==> config.mk <==
export PLATFORM = sky130hd
export DESIGN_NAME = mf8_ifetch
export DESIGN_NICKNAME = d
export VERILOG_FILES = /design/src/rtl/mf8_pkg.sv /design/src/rtl/mf8_rjmp_dec.sv /design/src/rtl/mf8_ifetch.sv
export SDC_FILE = /design/constraint.sdc
export NUM_CORES = 1
export LEC_CHECK = 0
export CORE_ASPECT_RATIO = 1.75
export CORE_MARGIN = 3
export CORE_UTILIZATION = 31
export CTS_BUF_LIST = sky130_fd_sc_hd__clkbuf_8
export DETAILED_ROUTE_END_ITERATION = 10
export PLACE_DENSITY_LB_ADDON = 0.1
export SKIP_LAST_GASP = 1
export SLEW_MARGIN = 5
export SYNTH_ARGS = -nofsm -noshare
export SYNTH_HDL_FRONTEND = slang
export SYNTH_HIERARCHICAL = 1
export SYNTH_SLANG_ARGS = --single-unit
==> constraint.sdc <==
create_clock -name Clk -period 1.2 [get_ports Clk]
set_input_delay 0.12 -clock Clk [delete_from_list [all_inputs] [get_ports Clk]]
set_output_delay 0.12 -clock Clk [all_outputs]
set_load 0.1 [all_outputs]
==> src/rtl/mf8_pkg.sv <==
// mf8_pkg -- shared definitions for the mf8 core.
//   ADDR_W   : program-memory word-address width
//   OP_RJMP  : opcode nibble (word[15:12]) of the relative jump RJMP k
//   state_t  : instruction-fetch sequencing states
package mf8_pkg;

  localparam int         ADDR_W  = 12;
  localparam logic [3:0] OP_RJMP = 4'b1100;

  typedef enum logic [1:0] {
    ST_FILL   = 2'd0,  // pipeline empty, ROM read of NPC in flight
    ST_RUN    = 2'd1,  // ROM_Data holds the instruction at PC
    ST_BUBBLE = 2'd2   // jump target read in flight, nothing to execute
  } state_t;

endpackage

==> src/rtl/mf8_rjmp_dec.sv <==
// mf8_rjmp_dec -- combinational RJMP detector.
//   word    : 16-bit instruction word
//   is_rjmp : word is RJMP k
//   offset  : k + 1 (mod 2^ADDR_W), the PC offset the sequencer adds
module mf8_rjmp_dec
  import mf8_pkg::*;
(
  input  logic [15:0]       word,
  output logic              is_rjmp,
  output logic [ADDR_W-1:0] offset
);

  assign is_rjmp = (word[15:12] == OP_RJMP);

  // k already spans the full 12-bit address, so sign extension to 12 bits is
  // the identity; the +1 wraps naturally, giving k=-1 an offset of 0.
  assign offset = word[ADDR_W-1:0] + ADDR_W'(1);

endmodule

==> src/rtl/mf8_ifetch.sv <==
// mf8_ifetch -- instruction fetch stage for the mf8 core.
//   Clk, Reset_n  : clock, asynchronous active-low reset
//   PC, NPC       : current / next program counter from the sequencer
//   ROM_Addr      : synchronous ROM address (always NPC)
//   ROM_Data      : ROM word, valid one cycle after its address
//   Stall         : execute-stage hold request
//   Inst          : instruction at PC (zero when not valid)
//   Inst_Valid    : Inst is executable this cycle
//   Offs_Out      : PC offset to the sequencer, selected by RJmp
//   RJmp          : take Offs_Out as the PC offset
//   Pause         : hold PC (when RJmp is 0)
//   Inst_Count    : retired-instruction counter (wraps)
// RJMP is resolved here so a jump costs two cycles: the RUN cycle that issues
// it and one BUBBLE while the target word is read.
module mf8_ifetch
  import mf8_pkg::*;
(
  input  logic              Clk,
  input  logic              Reset_n,
  input  logic [ADDR_W-1:0] PC,
  input  logic [ADDR_W-1:0] NPC,
  output logic [ADDR_W-1:0] ROM_Addr,
  input  logic [15:0]       ROM_Data,
  input  logic              Stall,
  output logic [15:0]       Inst,
  output logic              Inst_Valid,
  output logic [ADDR_W-1:0] Offs_Out,
  output logic              RJmp,
  output logic              Pause,
  output logic [15:0]       Inst_Count
);

  state_t            state;
  logic              is_rjmp;
  logic [ADDR_W-1:0] rjmp_offs;

  // PC is part of the sequencer interface but fetch decisions never need it.
  logic unused_pc;
  assign unused_pc = ^PC;

  mf8_rjmp_dec u_rjmp_dec (
    .word    (ROM_Data),
    .is_rjmp (is_rjmp),
    .offset  (rjmp_offs)
  );

  // The ROM always fetches the word the sequencer will move to next.
  assign ROM_Addr = NPC;

  always_comb begin
    // NOTE: every output gets a default before the case so no path leaves one
    // unassigned, which would otherwise infer a latch.
    Inst       = 16'h0000;
    Inst_Valid = 1'b0;
    RJmp       = 1'b0;
    Offs_Out   = '0;
    Pause      = 1'b1;
    if (state == ST_RUN) begin
      Inst       = ROM_Data;
      Inst_Valid = 1'b1;
      if (!Stall) begin
        Pause = 1'b0;
        if (is_rjmp) begin
          RJmp     = 1'b1;
          Offs_Out = rjmp_offs;
        end
      end
    end
  end

  always_ff @(posedge Clk or negedge Reset_n) begin
    if (!Reset_n) begin
      state      <= ST_FILL;
      Inst_Count <= 16'h0000;
    end else begin
      // NOTE: non-blocking assignments so every register samples pre-edge
      // values regardless of statement order.
      case (state)
        ST_FILL:   state <= ST_RUN;
        ST_RUN: begin
          if (!Stall) begin
            Inst_Count <= Inst_Count + 16'd1;
            if (is_rjmp) state <= ST_BUBBLE;
          end
        end
        ST_BUBBLE: state <= ST_RUN;
        default:   state <= ST_FILL;
      endcase
    end
  end

endmodule

; Word level (Yosys, flattened, before mapping)
; Cells that the tools add are included.
[word_totals]
output_inout_bits = 59
ram_bits = 0
input_bits = 43
rom_bits = 0
register_bits = 18
mem_count = 0
wordCells = 27
latchBits = 0
[op_classes]
add_sub_neg = 2
mux = 13
n_reduce_logical = 4
multipliers = 0
magnitude_cmp = 0
div_mod_pow = 0
bitwise = 1
shifts = 0
n_eq_ne = 5
[ops]
columns = operator, count
row1 = $mux 12, 3
row2 = $add 16x1->16 const B, 1
row3 = $mux 16, 1
row4 = $add 12x1->12 const B, 1
row5 = $mux 1, 6
row6 = $eq 4x4->1 const B, 1
row7 = $mux 2, 2
row8 = $ne 2x2->1 const B, 2
row9 = $pmux 2 s2, 1
row10 = $reduce_and 2->1, 2
row11 = $eq 2x1->1 const B, 1
row12 = $eq 2x2->1 const B, 1
row13 = $logic_not 2->1, 1
row14 = $reduce_or 2->1, 1
row15 = $not 1->1, 1

; Logic depth before layout (Yosys ltp)
[depth]
word_depth = 4
mapped_depth = 5
mapped_depth_nobuf = 5

; Modules after synthesis
; Netlist, hierarchy kept.
[by_module_without_submodules]
columns = module, area_each_um2, instances, cells_each, seq_area_each_um2
row1 = mf8_ifetch, 1112.3, 1, 109, 450.4
row2 = mf8_rjmp_dec, 203.9, 1, 31, 0.0

; Worst setup path before layout
; No wires, ideal clock.
[synth_timing]
path_kind = register -> output
startpoint = reg state[1]
endpoint = out RJmp
path_buffers = 1
t_arrival_ns = 2.474
t_required_ns = 1.080
stages_incl_launch_ff = 4
path_slack_ns = -1.394
cell_sequence = dfrtp_1 and2b_1 clkbuf_1 and2_1
[synth_via]
elab_chain_len = 2
[synth_lines]
columns = item, line
row1 = start: declaration, mf8_ifetch.sv:33  ; state_t state;
row2 = start signal: assignment, mf8_ifetch.sv:73  ; state <= ST_FILL;
row3 = start signal: assignment, mf8_ifetch.sv:79  ; ST_FILL: state <= ST_RUN;
row4 = start signal: assignment, mf8_ifetch.sv:83  ; if (is_rjmp) state <= ST_BUBBLE;
row5 = $eq 2x1->1, mf8_ifetch.sv:58  ; if (state == ST_RUN) begin
row6 = $mux 1, mf8_ifetch.sv:58
row7 = end: declaration, mf8_ifetch.sv:28  ; output logic RJmp,
; No other way between the ends.

; Final worst setup path
[layout_timing]
startpoint = reg state[1]
endpoint = out Offs_Out[6]
[layout_via]
elab_chain_len = 2
[layout_lines]
columns = item, line
row1 = $eq 2x1->1, mf8_ifetch.sv:58
row2 = $mux 12, mf8_ifetch.sv:58
row3 = end: declaration, mf8_ifetch.sv:27  ; output logic [ADDR_W-1:0] Offs_Out,
; No other way between the ends.

==> impl_metrics.yaml <==
placement:
  pre_cts_slack_ns: -0.715
  hpwl_mm: 3.61
  io_buffers: 65
  place_congestion: 0.738
pwr:
  powerDensity_mw_per_mm2: 1400
  power_w: 0.00457
  power_leakage_nw: 1.49
  ir_worst_vdd_uv: 2100
clock_network:
  hold_buffers: 0
  clockBufferDepth: 2
  htree_levels: 1
  clk_latency_ns: 0.26
  cts_sinks: 18
  cts_tree: "yes"
  cts-root-buf: "clkbuf_8"
  path_clk_slew_ns: 0.07
  numCtsBuffers: 3
critical_path:
  worstPathArrival_ns: 1.49
  cp-end-kind: "output port"
  crit_chain: "and2b_4, buf_12, and3_4, buf_12"
  reg2reg_depth: 6
  cp.depth: 4
  critPathSlowestCell: "dfrtp_1"
  crit_path_start: "state[1]"
  cp_max_fo: 14
  critPathMostFrequentCell: "buf_12"
  required_ns: 1.08
  start_kind: "flop"
  reg2reg_slack_ns: -0.36
  slowest_delay_ns: 0.40
  critPathKind: "flop to output port"
  cp.buffers_inverters: 2
  critPathTopFamily: "simple AND/OR/NAND/NOR gates"
  r2r-start: "Inst_Count[0]"
die:
  row_count: 30
  ios: 102
  start_util: 0.331
  die_area_mm2: 0.00509
  coreArea_mm2: 0.00398
  dieHeight_um: 92.2
  fp.dieW_um: 55.3
synthesis:
  yosysUniqueCellTypes: 29
  syn-mean-instance-area_um2: 9.40
  ys_ff_latch: 18
  synthMuxAreaShare: 0.00856
  synth_edf_count: 0
  netlist_area_mm2: 0.00132
  synth_xor_area_frac: 0.166
  synthArstFlopShare: 1.00
  synth-simple-area-share: 0.377
  ys.flop_type: "dfrtp_1"
  synth_compound_area_frac: 0.00380
  ys_seq_area_frac: 0.342
  syn_inst: 140
  yosysWarnings: 6
  synth_top_family_by_area: "simple AND/OR/NAND/NOR gates"
  syn_nets: 185
  yosys.area_share.adder: 0.0190
drt:
  drt-initial-drc-count: 31
  drt_wl_total_mm: 5.39
  post_drt_wl_per_cell_um: 18.4
  viasPerCell: 5.08
  vias: 1484
  first_pass_iters: 4
  drtAntennaViolNets: 0
  post-route-drc-count: 0
grt:
  overflow: 0
  grt_pass1_vias: 1672
  grt_pass1_wl_mm: 8.23
  antenna_found_initial: 0
  grt_max_degree: 28
  grt_usage: 0.203
run:
  cap_viol_max_count: 0
sta:
  max_freq_mhz: 621
  finalCriticalPeriod_ns: 1.61
  tightest_slew_ns: 0.299
  setup_tns_ns: -15.34
  setup_viol: 48
  period_share: 1.34
  hold_viol_final: 0
  slew_headroom: 0.800
  slew_violations: 0
  rsz0062_at_grt: "true"
  finalWorstSetupSlack_ns: -0.410
  fin_skew_ns: 0.000726
layout:
  drive_gt1_frac: 0.717
  fillers: 225
  n_antenna_cell: 0
  num-nets-final: 290
  areaGrowthSynthToFinish_pct: 148
outcome:
  outcome: "complete, but fails checks"
  violations: "negative setup slack"
hold_path:
  hold_class: "primary input to async pin"
-- layer usage --
metal | wire length, um | up-vias | track usage
met5 | 0 | - | 0
met4 | 184 | 0 | 0.0892
met3 | 425 | 13 | 0.0732
met2 | 3210 | 77 | 0.392
met1 | 1570 | 726 | 0.180
li1 | - | 668 | -
-- state kept, by name (all words and copies together) (netlist names) --
signal	count
Inst_Count	16
state	2
-- final cells by class --
class	count	area [um^2]	share of cell area
clock buffers	4	55.1	0.0168
inverters	1	3.75	0.00115
flip-flops and latches	18	493	0.151
well taps	48	60.1	0.0184
multi-input cells	105	1030	0.315
repair buffers	116	1630	0.498
-- worst paths after layout --
check | end
max in group asynchronous | Inst_Count[1]
worst max-delay path | Offs_Out[6]
worst min register to register | state[0]
worst min-delay path | Inst_Count[4]
worst max register to register | Inst_Count[12]
min in group Clk | ROM_Addr[10]
-- placed cells by master, fill, tap and decap left out, drive strengths merged, types with 2 or more instances in the layout --
cell type and n:
and2 18, and3 17, buf 97, clkbuf 5, clkdlybuf4s50 3, dfrtp 18, dlygate4sd2 14, ha 2
nand2 6, nand3 8, nand3b 3, nand4 6, nor2 6, nor3 6, xnor2 9, xor2 16
-- stage by stage --
stage | utilization | hold slack (ns) | cell area (um^2) | cells
after floorplan | - | -0.176 | 1500 | 140
after global placement | 0.726 | 0.241 | 2890 | 275
after detailed placement | 0.726 | 0.241 | 2890 | 275
after CTS | 0.772 | 0.199 | 3070 | 283
after global routing | 0.821 | 0.197 | 3270 | 292
final | 0.821 | 0.178 | 3270 | 292
-- what timing repair did --
item	4_1_cts	5_1_grt
endpoints found under the setup margin	49	56
pin swaps	17	15
resized for setup	35	27
buffers inserted	3	12
cloned	1	1
-- cell families (layout without fill, tap and decap cells) --
logic type,after synthesis,after routing
simple gates,76,76
compound gates,1,1
fa+ha+maj,2,2
mux,1,1
xor+xnor,25,25
buf+inv,17,121
flops,18,18
-- synth_stat cells (2+ instances only) --
cell / n / area (um^2)
and2_1: 18 / 113
and3_1: 17 / 106
buf_4: 12 / 90.1
clkbuf_1: 4 / 15.0
dfrtp_1: 18 / 450
ha_1: 2 / 25.0
nand2_1: 6 / 22.5
nand3_1: 7 / 35.0
nand4_1: 5 / 31.3
nor2_1: 6 / 22.5
nor3_1: 4 / 20.0
xnor2_1: 9 / 78.8
xor2_1: 16 / 140
-- where the power goes --
group          internal [W]  switching (W)
Sequential         0.000785       0.000160
Combinational       0.00132        0.00178
Clock              0.000293       0.000229
Total               0.00240        0.00217
No activity file was read; power rests on OpenSTA's default activity.
